<file path="src/rtl/add_pkg.sv">
// Shared constants for the segmented pipelined adder.
package add_pkg;

    localparam int ADD_WIDTH  = 32;
    localparam int ADD_SEG    = 8;
    localparam int ADD_STAGES = ADD_WIDTH / ADD_SEG;

    // Number of pipeline stages needed to resolve a width-bit sum seg bits at a time.
    function automatic int calc_stages(input int width, input int seg);
        return width / seg;
    endfunction

endpackage

</file>
<file path="src/rtl/add_pipe_n_if.sv">
// Operand/result handshake bundle for add_pipe_n.
interface add_pipe_n_if
    import add_pkg::*;
#(
    parameter int WIDTH = ADD_WIDTH
);

    logic             in_valid;
    logic             in_ready;
    logic [WIDTH-1:0] a;
    logic [WIDTH-1:0] b;
    logic             c_in;
    logic             sub;
    logic             out_valid;
    logic             out_ready;
    logic [WIDTH-1:0] sum;
    logic             c_out;
    logic             ovf;

    modport master (
        output in_valid, a, b, c_in, sub, out_ready,
        input  in_ready, out_valid, sum, c_out, ovf
    );

    modport slave (
        input  in_valid, a, b, c_in, sub, out_ready,
        output in_ready, out_valid, sum, c_out, ovf
    );

endinterface

</file>
<file path="src/rtl/add_seg.sv">
// Combinational SEG-bit ripple-carry adder segment.
module add_seg
    import add_pkg::*;
#(
    parameter int SEG = ADD_SEG
) (
    input  logic [SEG-1:0] a,
    input  logic [SEG-1:0] b,
    input  logic           c_in,
    output logic [SEG-1:0] sum,
    output logic           c_out
);

    logic [SEG:0] cy_s;

    // Ripple the carry bit by bit through the segment.
    always_comb begin
        cy_s    = '0;
        sum     = '0;
        cy_s[0] = c_in;
        for (int i = 0; i < SEG; i++) begin
            sum[i]    = a[i] ^ b[i] ^ cy_s[i];
            cy_s[i+1] = (a[i] & b[i]) | (cy_s[i] & (a[i] ^ b[i]));
        end
    end

    assign c_out = cy_s[SEG];

endmodule

</file>
<file path="src/rtl/add_pipe_n.sv">
// Pipelined adder/subtractor: one SEG-bit slice of the sum resolved per stage,
// valid/ready handshake on both sides with per-stage back-pressure.
module add_pipe_n
    import add_pkg::*;
#(
    parameter int WIDTH = ADD_WIDTH,
    parameter int SEG   = ADD_SEG
) (
    input  logic         clock,
    input  logic         clear_n,
    add_pipe_n_if.slave  bus
);

    localparam int STAGES = calc_stages(WIDTH, SEG);
    localparam int LAST   = STAGES - 1;

    logic [STAGES-1:0] vld_s;
    logic [STAGES-1:0] adv_s;

    // A stage may load when it is empty or its successor is moving on.
    always_comb begin
        adv_s       = '0;
        adv_s[LAST] = !vld_s[LAST] || bus.out_ready;
        for (int i = LAST - 1; i >= 0; i--) begin
            adv_s[i] = !vld_s[i] || adv_s[i+1];
        end
    end

    for (genvar k = 0; k < STAGES; k++) begin : g_stage
        // Operand bits still to be resolved entering this stage, and sum bits known after it.
        localparam int SRC_W = WIDTH - k * SEG;
        localparam int LO_W  = (k + 1) * SEG;

        logic [SRC_W-1:0] src_a_s;
        logic [SRC_W-1:0] src_b_s;
        logic             src_cy_s;
        logic             src_vld_s;
        logic [SEG-1:0]   seg_sum_s;
        logic             seg_cy_s;
        logic [LO_W-1:0]  nxt_sum_s;

        logic             vld_r;
        logic             cy_r;
        logic [LO_W-1:0]  sum_r;

        if (k == 0) begin : g_src
            // Subtraction folds into addition of ~b with a forced carry-in.
            assign src_a_s   = bus.a;
            assign src_b_s   = bus.sub ? ~bus.b : bus.b;
            assign src_cy_s  = bus.sub ? 1'b1 : bus.c_in;
            assign src_vld_s = bus.in_valid;
            assign nxt_sum_s = seg_sum_s;
        end else begin : g_src
            assign src_a_s   = g_stage[k-1].g_fwd.a_hi_r;
            assign src_b_s   = g_stage[k-1].g_fwd.b_hi_r;
            assign src_cy_s  = g_stage[k-1].cy_r;
            assign src_vld_s = g_stage[k-1].vld_r;
            assign nxt_sum_s = {seg_sum_s, g_stage[k-1].sum_r};
        end

        add_seg #(.SEG(SEG)) u_seg (
            .a     (src_a_s[SEG-1:0]),
            .b     (src_b_s[SEG-1:0]),
            .c_in  (src_cy_s),
            .sum   (seg_sum_s),
            .c_out (seg_cy_s)
        );

        assign vld_s[k] = vld_r;

        // Stage valid, carry and resolved low sum bits; held while stalled.
        always_ff @(posedge clock or negedge clear_n) begin
            if (!clear_n) begin
                vld_r <= 1'b0;
                cy_r  <= 1'b0;
                sum_r <= '0;
            end else if (adv_s[k]) begin
                vld_r <= src_vld_s;
                if (src_vld_s) begin
                    cy_r  <= seg_cy_s;
                    sum_r <= nxt_sum_s;
                end
            end
        end

        if (k < LAST) begin : g_fwd
            localparam int HI_W = SRC_W - SEG;

            logic [HI_W-1:0] a_hi_r;
            logic [HI_W-1:0] b_hi_r;

            // Carry the unresolved upper operand bits to the next stage.
            always_ff @(posedge clock or negedge clear_n) begin
                if (!clear_n) begin
                    a_hi_r <= '0;
                    b_hi_r <= '0;
                end else if (adv_s[k] && src_vld_s) begin
                    a_hi_r <= src_a_s[SRC_W-1:SEG];
                    b_hi_r <= src_b_s[SRC_W-1:SEG];
                end
            end
        end

        if (k == LAST) begin : g_ovf
            logic ovf_r;

            // Signed overflow: operands agree in sign but the sum does not.
            always_ff @(posedge clock or negedge clear_n) begin
                if (!clear_n) begin
                    ovf_r <= 1'b0;
                end else if (adv_s[k] && src_vld_s) begin
                    ovf_r <= (src_a_s[SRC_W-1] == src_b_s[SRC_W-1]) &&
                             (nxt_sum_s[WIDTH-1] != src_a_s[SRC_W-1]);
                end
            end
        end
    end

    assign bus.in_ready  = adv_s[0];
    assign bus.out_valid = g_stage[LAST].vld_r;
    assign bus.sum       = g_stage[LAST].sum_r;
    assign bus.c_out     = g_stage[LAST].cy_r;
    assign bus.ovf       = g_stage[LAST].g_ovf.ovf_r;

endmodule

</file>
<file path="src/flat_wrapper.sv">
// flat-port wrapper written by rule: the top's interface ports become plain ports
module add_pipe_n_flat import add_pkg::*;
#(
    parameter int WIDTH = ADD_WIDTH,
    parameter int SEG   = ADD_SEG
)
  (clock, clear_n, bus_in_valid, bus_a, bus_b, bus_c_in, bus_sub, bus_out_ready, bus_in_ready, bus_out_valid, bus_sum, bus_c_out, bus_ovf);
  add_pipe_n_if #(.WIDTH(WIDTH)) bus_i ();
  input  logic clock;
  input  logic clear_n;
  input wire logic [$bits(bus_i.in_valid)-1:0] bus_in_valid;
  input wire logic [$bits(bus_i.a)-1:0] bus_a;
  input wire logic [$bits(bus_i.b)-1:0] bus_b;
  input wire logic [$bits(bus_i.c_in)-1:0] bus_c_in;
  input wire logic [$bits(bus_i.sub)-1:0] bus_sub;
  input wire logic [$bits(bus_i.out_ready)-1:0] bus_out_ready;
  output wire logic [$bits(bus_i.in_ready)-1:0] bus_in_ready;
  output wire logic [$bits(bus_i.out_valid)-1:0] bus_out_valid;
  output wire logic [$bits(bus_i.sum)-1:0] bus_sum;
  output wire logic [$bits(bus_i.c_out)-1:0] bus_c_out;
  output wire logic [$bits(bus_i.ovf)-1:0] bus_ovf;
  assign bus_i.in_valid = bus_in_valid;
  assign bus_i.a = bus_a;
  assign bus_i.b = bus_b;
  assign bus_i.c_in = bus_c_in;
  assign bus_i.sub = bus_sub;
  assign bus_i.out_ready = bus_out_ready;
  assign bus_in_ready = bus_i.in_ready;
  assign bus_out_valid = bus_i.out_valid;
  assign bus_sum = bus_i.sum;
  assign bus_c_out = bus_i.c_out;
  assign bus_ovf = bus_i.ovf;
  add_pipe_n #(.WIDTH(WIDTH), .SEG(SEG)) u_core (.clock(clock), .clear_n(clear_n), .bus(bus_i));
endmodule
</file>
<file path="config.mk">
export PLATFORM = sky130hd
export DESIGN_NAME = add_pipe_n_flat
export DESIGN_NICKNAME = d
export VERILOG_FILES = /design/src/rtl/add_pkg.sv /design/src/rtl/add_pipe_n_if.sv /design/src/rtl/add_seg.sv /design/src/rtl/add_pipe_n.sv /design/src/flat_wrapper.sv
export SDC_FILE = /design/constraint.sdc
export NUM_CORES = 1
export LEC_CHECK = 0
export CAP_MARGIN = 20
export CORE_UTILIZATION = 50
export DETAILED_ROUTE_END_ITERATION = 8
export GPL_ROUTABILITY_DRIVEN = 0
export PLACE_DENSITY = 0.74
export SETUP_SLACK_MARGIN = 0.05
export SLEW_MARGIN = 20
export SYNTH_ARGS = -nofsm -noshare
export SYNTH_HDL_FRONTEND = slang
export SYNTH_HIERARCHICAL = 1
export SYNTH_SLANG_ARGS = --single-unit
</file>
<file path="constraint.sdc">
create_clock -name clock -period 4.1 [get_ports clock]
set_input_delay 1.23 -clock clock [delete_from_list [all_inputs] [get_ports clock]]
set_output_delay 1.23 -clock clock [all_outputs]
set_load 0.05 [all_outputs]
</file>
==> out/qor.json, run 1 <==
{
  "numPortBuffers": 105,
  "yosysWarnings": 6,
  "rr_endpoint": "u_core/g_stage[2].sum_r[23]$_DFFE_PN0P_",
  "clkTransAtPathRegs_ps": 60,
  "route.detailed.drc": 0,
  "cts_buffers": 17,
  "tritoncts_clock_tree": "yes",
  "cts-htree-levels": 4,
  "vias": 4199,
  "synth.yosys.seq_area_share_pct": 57.2,
  "root_buffer": "clkbuf_16",
  "total_power_mw": 7.03,
  "maxCapViolations": 0,
  "min_path_type": "flip-flop to flip-flop",
  "path_max_fanout": 3,
  "layout_worst_path_cycle_share_pct": 104,
  "chipWidth_um": 129,
  "antenna-diode-count": 0,
  "initial_core_util_pct": 51.2,
  "most_common_cell_after_layout_fill_and_taps_aside": "dfrtp_1",
  "power.leakage_nw": 4.41,
  "wl_per_cell_um": 16.9,
  "status": "complete, but fails checks",
  "violations": "negative setup slack",
  "drt-vias-per-instance": 4.92,
  "reg2reg_slack_ps": 200,
  "maximum_number_of_pins_on_one_net_before_global_route_repair": 85,
  "fillerInstances": 1173,
  "count_of_placed_standard_cells_in_the_final_layout_fillers_left_out": 853,
  "slew-limit-headroom_pct": 53.5,
  "clock-sinks": 185,
  "maximum_number_of_buffers_from_clock_root_to_sink": 2,
  "setup_viol_count_final": 2,
  "r2r.worst_path.cells": 13,
  "grt_pass1_wl_um": 23500,
  "gr-total-overflow": 0,
  "transition_time_of_the_tightest_slew_check_pin_ps": 695,
  "clk-insertion-delay-late_ps": 420,
  "dpl.cell_count": 820,
  "pre_cts_slack_ps": -848,
  "worst-endpoint-required_ps": 4460,
  "area.growth.synth_to_final_pct": 24.2,
  "hold_ws_ps": 499,
  "worstHoldPathCells": 1,
  "clock.fmax_mhz": 235,
  "final_hold_viol_count": 0,
  "postSynthRegisterBits": 185,
  "timing.critical_path.to_type": "flip-flop",
  "crit_path_start_kind": "primary input",
  "finalCoreUtilization_pct": 63.5,
  "holdCritStartpoint": "u_core/g_stage[1].g_fwd.a_hi_r[15]$_DFFE_PN0P_",
  "netlist-cell-type-count": 18,
  "skew_ps": 6.12,
  "irDropWorstVdd_uv": 370,
  "mappedNetlistArea_um2": 8100,
  "die_area_um2": 16700,
  "syn-mean-instance-area_um2": 15.9,
  "criticalPathCategory": "primary input to flip-flop",
  "floorplan.core_area_um2": 15800,
  "grt_use_total_pct": 19.0,
  "detailedRoute.firstPassIterationCount": 4,
  "dp_hpwl_um": 9740,
  "die_height_um": 129,
  "critical_path_arrival_ps": 4620,
  "placement_rows": 46,
  "p_per_area_nw_per_um2": 700,
  "ant_nets": 0,
  "layout.nets": 726,
  "postRouteWirelength_um": 14400,
  "finalWorstSetupSlack_ps": -160,
  "whs_endpoint": "u_core/g_stage[2].g_fwd.a_hi_r[7]$_DFFE_PN0P_",
  "final-max-slew-violation-count": 0,
  "floorplan.io_pins": 106,
  "crit-reg2reg-launch": "u_core/g_stage[1].g_fwd.a_hi_r[0]$_DFFE_PN0P_",
  "unrepaired_setup_endpoints_after_global_routing": "true",
  "layout.cells.most_common_list": "185 x dfrtp_1, 149 x mux2_2, 99 x clkdlybuf4s50_1",
  "final_critical_period_ps": 4260,
  "syn_inst": 509,
  "initial_drc_count": 143,
  "number_of_antenna_violations_at_the_first_check_in_global_routing": 0,
  "synth_fp_nets": 611,
  "first_global_vias": 4658,
  "final_layout_size_suffix_gt1_share_pct": 39.7
}
## metal layers
| metal | up-vias | global-route usage, % | share of wire (%) |
|---|---|---|---|
| met5 | - | 0 | 0 |
| met2 | 77 | 32.1 | 52 |
| met1 | 2183 | 23.9 | 43 |
| met3 | 20 | 4.09 | 3.1 |
| met4 | 0 | 7.54 | 2.0 |
| li1 | 1919 | - | - |
## registers in the layout, indices dropped and copies added (netlist names)
name                         count
u_core/g_stage.g_fwd.a_hi_r     48
u_core/g_stage.g_fwd.b_hi_r     48
u_core/g_stage.sum_r            48
u_core/bus.sum                  32
u_core/g_stage.cy_r              3
u_core/g_stage.vld_r             3
u_core/bus.c_out                 1
u_core/bus.out_valid             1
u_core/bus.ovf                   1
## stage by stage
stage / cell area [um2] / TNS [ps]
detailed placement: 9450 / -2430
floorplan: 8130 / -1390
CTS: 10000 / -165
finish: 10100 / -207
global placement: 9450 / -2010
global route: 10100 / -281
## power by group
group	switching, mW	internal [mW]
combinational	1.29	1.26
clock	0.654	0.912
sequential	0.408	2.51
total	2.35	4.68
## critical path, cell delays in order
cell	delay, ps
buf_8	110
or2_4	240
fa_2	340
inv_2	70
fa_2	190
inv_2	40
fa_2	330
fa_2	340
fa_2	350
fa_2	360
fa_2	350
inv_2	60
fa_2	420
inv_2	60
mux2_4	130
## final cells by class
type | instances | area (um2) | share of cell area, %
clock inverter | 8 | 67.6 | 0.672
sequential | 185 | 4630 | 46.0
multi-input combinational | 262 | 3240 | 32.2
inverter | 40 | 150 | 1.49
timing repair buffer | 118 | 1190 | 11.9
tap | 216 | 270 | 2.69
clock buffer | 24 | 502 | 4.99
## kinds of logic (layout without fill, tap and decap cells)
family / after synthesis / count (layout) / share of synthesized area, %
muxes: 181 / 181 / 26.6
AOI/OAI and AO/OA: 2 / 2 / 0.216
xor gates and xnor gates: 32 / 32 / 3.46
buffers and inverters: 62 / 190 / 3.57
adders and majority gates: 32 / 32 / 7.91
DFF: 185 / 185 / 57.2
and+or+nand+nor: 15 / 15 / 1.10
## synth_stat cells
| cell type | n | area (um2) |
|---|---|---|
| a21boi_2 | 1 | 11.3 |
| and4b_1 | 1 | 10.0 |
| buf_2 | 15 | 75.1 |
| buf_4 | 2 | 15.0 |
| buf_6 | 4 | 45.0 |
| clkbuf_1 | 1 | 3.75 |
| dfrtp_1 | 185 | 4630 |
| fa_1 | 32 | 641 |
| inv_1 | 40 | 150 |
| mux2_2 | 151 | 1700 |
| mux2_4 | 30 | 450 |
| nand2_1 | 5 | 18.8 |
| nand2b_1 | 6 | 37.5 |
| nand3b_1 | 1 | 7.51 |
| nand4b_1 | 1 | 8.76 |
| o22ai_1 | 1 | 6.26 |
| or2_2 | 1 | 6.26 |
| xor2_1 | 32 | 280 |
## worst max path at each step
stage,from,end,depth (start not counted)
finish,bus_sub,u_core/g_stage[0].sum_r[7]$_DFFE_PN0P_,15
global route,bus_sub,u_core/g_stage[0].sum_r[7]$_DFFE_PN0P_,15
CTS,bus_sub,u_core/g_stage[0].sum_r[7]$_DFFE_PN0P_,15
detailed placement,bus_b[0],u_core/g_stage[0].sum_r[7]$_DFFE_PN0P_,15
global placement,bus_c_in,u_core/g_stage[0].sum_r[7]$_DFFE_PN0P_,15
floorplan,bus_sub,u_core/g_stage[0].sum_r[7]$_DFFE_PN0P_,16
## timing repair
action,CTS,global route
endpoints found under the setup margin,4,3
pin swaps,0,0
hold buffers,0,0
gates resized for setup,20,4
buffers inserted,1,0
No activity file was read; power rests on OpenSTA's default activity.
==> run 2, diff against run 1 <==
Settings changed: CORE_UTILIZATION 50 to 52, CTS_BUF_LIST set to sky130_fd_sc_hd__clkbuf_8, PLACE_DENSITY 0.74 to 0.77.
==> run 2 against run 1 <==
  * The run still ends with negative setup slack left
  * Global-route usage rose by 1.1 points
  * Die area fell by 3.8%
  * Critical path depth stayed put
  * Clock skew rose by 2.7 ps
  * Count of clock-buffer cells in the layout fell by 3
  * Core utilization up 1.4 points
  * Setup slack better by 100 ps
  * Maximum frequency increased by 2.5%
  * Register-to-register slack hardly changed
  * Highest routed layer is now met5
==> out/qor.json, run 2 (synthesis gave the netlist of run 1 again) <==
{
  "final_hold_viol_count": 0,
  "timing.critical_path.mode_cell": "fa_2",
  "final_area_um2": 9870,
  "gr-total-overflow": 0,
  "total_power_mw": 6.76,
  "initial_core_util_pct": 53.3,
  "unrepaired_setup_endpoints_after_global_routing": "true",
  "vias": 4228,
  "cts_buffers": 17,
  "antenna-diode-count": 0,
  "critical_path_buf_inv_count": 5,
  "crit_path_start_kind": "primary input",
  "critPathMaxStageDelay_ps": 410,
  "count_of_placed_standard_cells_in_the_final_layout_fillers_left_out": 823,
  "ant_nets": 0,
  "layout_worst_path_cycle_share_pct": 101,
  "cts_hold_repair.buffers": 0,
  "wl_per_cell_um": 17.2,
  "p_per_area_nw_per_um2": 685,
  "clock.fmax_mhz": 241,
  "postRouteWirelength_um": 14200,
  "most_common_cell_after_layout_fill_and_taps_aside": "dfrtp_1",
  "slew-limit-headroom_pct": 43.8,
  "final_critical_period_ps": 4160,
  "irDropWorstVdd_uv": 380,
  "maximum_number_of_pins_on_one_net_before_global_route_repair": 110,
  "criticalPathCategory": "primary input to flip-flop",
  "grt_use_total_pct": 20.1,
  "dpl.cell_count": 792,
  "maximum_number_of_buffers_from_clock_root_to_sink": 2,
  "detailedRoute.firstPassIterationCount": 4,
  "timing.critical_path.to_type": "flip-flop",
  "clk-insertion-delay-late_ps": 460,
  "numPortBuffers": 105,
  "cts-htree-levels": 4,
  "setup_viol_count_final": 1,
  "power.leakage_nw": 4.35,
  "violations": "negative setup slack",
  "root_buffer": "clkbuf_8",
  "floorplan.core_area_um2": 15200,
  "critical_path_arrival_ps": 4560,
  "layout.cells.most_common_list": "185 x dfrtp_1, 150 x mux2_2, 99 x clkdlybuf4s50_1",
  "chipWidth_um": 127,
  "drt-vias-per-instance": 5.14,
  "min_path_type": "flip-flop to flip-flop",
  "die_height_um": 127,
  "placement_rows": 45,
  "finalWorstSetupSlack_ps": -57.7,
  "number_of_antenna_violations_at_the_first_check_in_global_routing": 1,
  "path_max_fanout": 3,
  "cpLargestDelayFamily": "adder cells",
  "reg.largest.list": "u_core/g_stage.g_fwd.a_hi_r x48, u_core/g_stage.g_fwd.b_hi_r x48, u_core/g_stage.sum_r x48",
  "initial_drc_count": 142,
  "transition_time_of_the_tightest_slew_check_pin_ps": 844,
  "finalCoreUtilization_pct": 64.9,
  "first_global_vias": 4732,
  "cpMaxStageDelayCell": "fa_2",
  "layout.nets": 726,
  "skew_ps": 8.83,
  "floorplan.io_pins": 106,
  "final-max-slew-violation-count": 0,
  "dp_hpwl_um": 9720,
  "route.detailed.drc": 0,
  "cp_cell_sequence": "buf_8 > or2_4 > fa_2 > inv_2 > fa_2 > inv_2 > fa_2 > fa_2 > fa_2 > fa_2 > fa_2 > inv_2 > fa_2 > inv_1 > mux2_2",
  "placed_cell_area_um2": 9400,
  "final_layout_size_suffix_gt1_share_pct": 39.2,
  "maxCapViolations": 0,
  "grt_pass1_wl_um": 24200,
  "clkTransAtPathRegs_ps": 90,
  "status": "complete, but fails checks",
  "tritoncts_clock_tree": "yes",
  "die_area_um2": 16100,
  "worst-endpoint-required_ps": 4500,
  "area.growth.synth_to_final_pct": 21.9,
  "clock-sinks": 185
}
-- run 2: changes by cell type in the layout (fill, tap and decap cells not counted), moves of 2 or more --
cell,change
clkbuf_8,+16
clkbuf_1,-2
inv_1,+4
clkbuf_16,-17
bufinv_16,+3
clkinv_2,-5
inv_2,-2
-- run 2: final cells by class --
class	instances	area [um2]
Fill cell	1117	5330
Sequential cell	185	4630
Multi-Input combinational cell	262	3240
Timing Repair Buffer	118	1180
Clock buffer	21	289
Tap cell	188	235
Inverter	40	150
Clock inverter	9	148
-- run 2: through the flow --
stage | hold WS (ps) | setup slack, ps | setup TNS (ps)
after CTS | 509 | -47.0 | -47.0
after detailed placement | 489 | -780 | -2200
after global placement | 482 | -727 | -1970
after floorplan | 472 | -575 | -1390
after global routing | 517 | -109 | -116
final | 506 | -57.7 | -57.7
-- run 2: power by group --
part	switching [mW]	internal, mW
clock network	0.606	0.717
registers	0.407	2.50
logic	1.29	1.24
total	2.30	4.46
-- run 2: repair_timing --
action | CTS | global route
resized for setup | 19 | 2
endpoints found under the hold margin | 0 | 0
pin swaps | 1 | 0
setup endpoints to repair | 4 | 3
buffers inserted | 1 | 0
-- run 2: final timing paths --
path | startpoint | endpoint | slack [ps] | cells after the start
max | bus_sub | u_core/g_stage[0].sum_r[7]$_DFFE_PN0P_ | -60 | 15
min | u_core/g_stage[2].sum_r[19]$_DFFE_PN0P_ | u_core/bus.sum[19]$_DFFE_PN0P_ | 510 | 1
max reg2reg | u_core/g_stage[2].g_fwd.a_hi_r[0]$_DFFE_PN0P_ | u_core/bus.ovf$_DFFE_PN0P_ | 200 | 14
min reg2reg | u_core/g_stage[2].sum_r[19]$_DFFE_PN0P_ | u_core/bus.sum[19]$_DFFE_PN0P_ | 510 | 1
max in group asynchronous | clear_n | u_core/g_stage[1].sum_r[9]$_DFFE_PN0P_ | 2340 | 2
min in group asynchronous | clear_n | u_core/bus.sum[2]$_DFFE_PN0P_ | 880 | 1
-- run 2: worst reg2reg max path, cell delays in order, from the launching register on --
cell     delay (ps)
dfrtp_1         400
fa_1            420
inv_1            70
fa_1            160
inv_1            60
fa_2            340
fa_2            350
fa_2            340
fa_2            340
fa_1            380
inv_1            80
fa_1            410
inv_1            90
o22ai_1          90
mux2_2          250
-- run 2: layer usage --
metal	wire, um	up-vias	track usage (%)
li1	-	1915	-
met1	6260	2200	25.4
met2	7140	87	33.5
met3	504	24	4.98
met4	269	2	7.70
met5	12	-	0
==> run 3, diff against run 2 <==
Settings changed: CORE_UTILIZATION 52 to 59, CTS_CLUSTER_SIZE set to 25, PLACE_DENSITY 0.77 to 0.83.
Clock period 4.1 ns to 5 ns, I/O delays scaled along.
==> run 3 against run 2 <==
  * The flow now finishes without violations
  * Register-to-register slack improved by 640 ps
  * Non-clock buffer count shrank 6
  * Global-route usage rose by 2.0 points
  * Routed wire length hardly changed
  * Via count shrank 0.19%
  * First-iteration DRC count grew 11%
  * Clock power fell by 25%
  * Setup slack improved by 260 ps
  * Flip-flop and latch count is the same
==> out/qor.json, run 3 (synthesis gave the netlist of run 1 again) <==
{
  "layout.cells.most_common_list": "185 x dfrtp_1, 151 x mux2_2, 103 x clkdlybuf4s50_1",
  "power.net_switching_mw": 1.97,
  "cts_hold_repair.buffers": 0,
  "die_area_um2": 14200,
  "share_comb_of_total_power_pct": 38.2,
  "post_cts.resized_instances": 0,
  "ant_nets": 0,
  "antenna-diode-count": 0,
  "number_of_antenna_violations_at_the_first_check_in_global_routing": 1,
  "setup_viol_count_final": 0,
  "clock-sinks": 185,
  "postRouteWirelength_um": 14200,
  "most_common_cell_after_layout_fill_and_taps_aside": "dfrtp_1",
  "grt_pass1_wl_um": 23900,
  "chipWidth_um": 119,
  "detailedRoute.firstPassIterationCount": 4,
  "vias": 4220,
  "maximum_number_of_pins_on_one_net_before_global_route_repair": 116,
  "final_critical_period_ps": 4800,
  "reg.largest.list": "u_core/g_stage.g_fwd.a_hi_r x48, u_core/g_stage.g_fwd.b_hi_r x48, u_core/g_stage.sum_r x48",
  "power_frac_seq_pct": 43.8,
  "floorplan.io_pins": 106,
  "layout_worst_path_cycle_share_pct": 95.9,
  "first_global_vias": 4812,
  "layout.nets": 720,
  "root_buffer": "clkbuf_8",
  "final_layout_size_suffix_gt1_share_pct": 36.8,
  "p_sw_share_pct": 36.2,
  "finalCoreUtilization_pct": 73.1,
  "unrepaired_setup_endpoints_after_global_routing": "false",
  "pre_cts_slack_ps": -274,
  "drt-vias-per-instance": 5.23,
  "worst-endpoint-required_ps": 5410,
  "internal_pwr_total_mw": 3.47,
  "timing.critical_path.to_type": "flip-flop",
  "final_hold_viol_count": 0,
  "fin_tns_setup_ps": 0,
  "die_height_um": 119,
  "slew-limit-headroom_pct": 30.9,
  "placement_rows": 42,
  "status": "finished, final reports clean",
  "min_path_type": "flip-flop to flip-flop",
  "clk-insertion-delay-late_ps": 470,
  "cts-htree-levels": 4,
  "crit_path_start_kind": "primary input",
  "skew_ps": 12.8,
  "maximum_number_of_buffers_from_clock_root_to_sink": 2,
  "maxCapViolations": 0,
  "power.leakage_nw": 4.28,
  "clockPowerShare_pct": 18.1,
  "clock.fmax_mhz": 209,
  "initial_drc_count": 158,
  "finalWorstSetupSlack_ps": 204,
  "grt_use_total_pct": 22.1,
  "fillerInstances": 875,
  "critical_path_arrival_ps": 5200,
  "final-max-slew-violation-count": 0,
  "criticalPathCategory": "primary input to flip-flop",
  "path_max_fanout": 1,
  "p_per_area_nw_per_um2": 560,
  "cts_buffers": 17,
  "clkTransAtPathRegs_ps": 100,
  "number_of_buffers_inserted_by_post_cts_setup_repair": 0,
  "irDropWorstVdd_uv": 339,
  "tritoncts_clock_tree": "yes",
  "gr-total-overflow": 0,
  "numPortBuffers": 105,
  "transition_time_of_the_tightest_slew_check_pin_ps": 1030,
  "area.growth.synth_to_final_pct": 20.1,
  "dp_hpwl_um": 9300,
  "initial_core_util_pct": 60.9,
  "wl_per_cell_um": 17.6,
  "route.detailed.drc": 0,
  "floorplan.core_area_um2": 13300
}
[run 3: worst paths after layout]
path | depth (start not counted) | slack [ps] | endpoint | start
worst max-delay path | 15 | 200 | u_core/g_stage[0].sum_r[7]$_DFFE_PN0P_ | bus_c_in
worst min-delay path | 1 | 500 | u_core/bus.sum[16]$_DFFE_PN0P_ | u_core/g_stage[2].sum_r[16]$_DFFE_PN0P_
worst max register to register | 14 | 840 | u_core/bus.ovf$_DFFE_PN0P_ | u_core/g_stage[2].g_fwd.a_hi_r[0]$_DFFE_PN0P_
worst min register to register | 1 | 500 | u_core/bus.sum[16]$_DFFE_PN0P_ | u_core/g_stage[2].sum_r[16]$_DFFE_PN0P_
max in group asynchronous | 2 | 2970 | u_core/g_stage[0].g_fwd.a_hi_r[9]$_DFFE_PN0P_ | clear_n
min in group asynchronous | 1 | 1140 | u_core/bus.sum[1]$_DFFE_PN0P_ | clear_n
[run 3: critical path: stages]
cell	delay (ps)
clkdlybuf4s50_1	390
or2_2	280
fa_1	370
inv_1	90
fa_1	160
inv_1	50
fa_2	340
fa_2	340
fa_2	340
fa_2	340
fa_2	330
inv_1	70
fa_1	400
inv_1	70
mux2_2	130
[run 3: routing by layer]
layer | vias to the layer above | GRT usage (%) | wire (um)
met5 | - | 0 | 13
met4 | 2 | 7.59 | 178
met1 | 2212 | 28.1 | 6110
li1 | 1911 | - | -
met3 | 15 | 4.84 | 561
met2 | 80 | 37.5 | 7330
[run 3: power by group through the flow]
stage	logic (mW)	clock network, mW	registers [mW]
final	2.08	0.984	2.38
after floorplan	0.997	0	2.81
after CTS	2.10	1.01	2.39
after global placement	2.00	0	2.37
after detailed placement	2.10	0	2.41
after global routing	2.26	1.06	2.45
[run 3: per-stage QoR]
stage               total power [mW]  instances  hold WS, ps  area (um2)
floorplan                       3.81        509          472        8130
global placement                4.37        775          482        9330
detailed placement              4.51        775          490        9330
CTS                             5.50        807          507        9720
global route                    5.78        807          519        9720
finish                          5.44        807          500        9720
[run 3: area by class of cell]
type / instances / area, um2 / share of cell area, %
inverter: 40 / 150 / 1.54
multi-input combinational: 262 / 3210 / 33.0
sequential: 185 / 4630 / 47.6
clock inverter: 15 / 155 / 1.60
tap: 176 / 220 / 2.27
clock buffer: 17 / 234 / 2.41
timing repair buffer: 112 / 1130 / 11.6
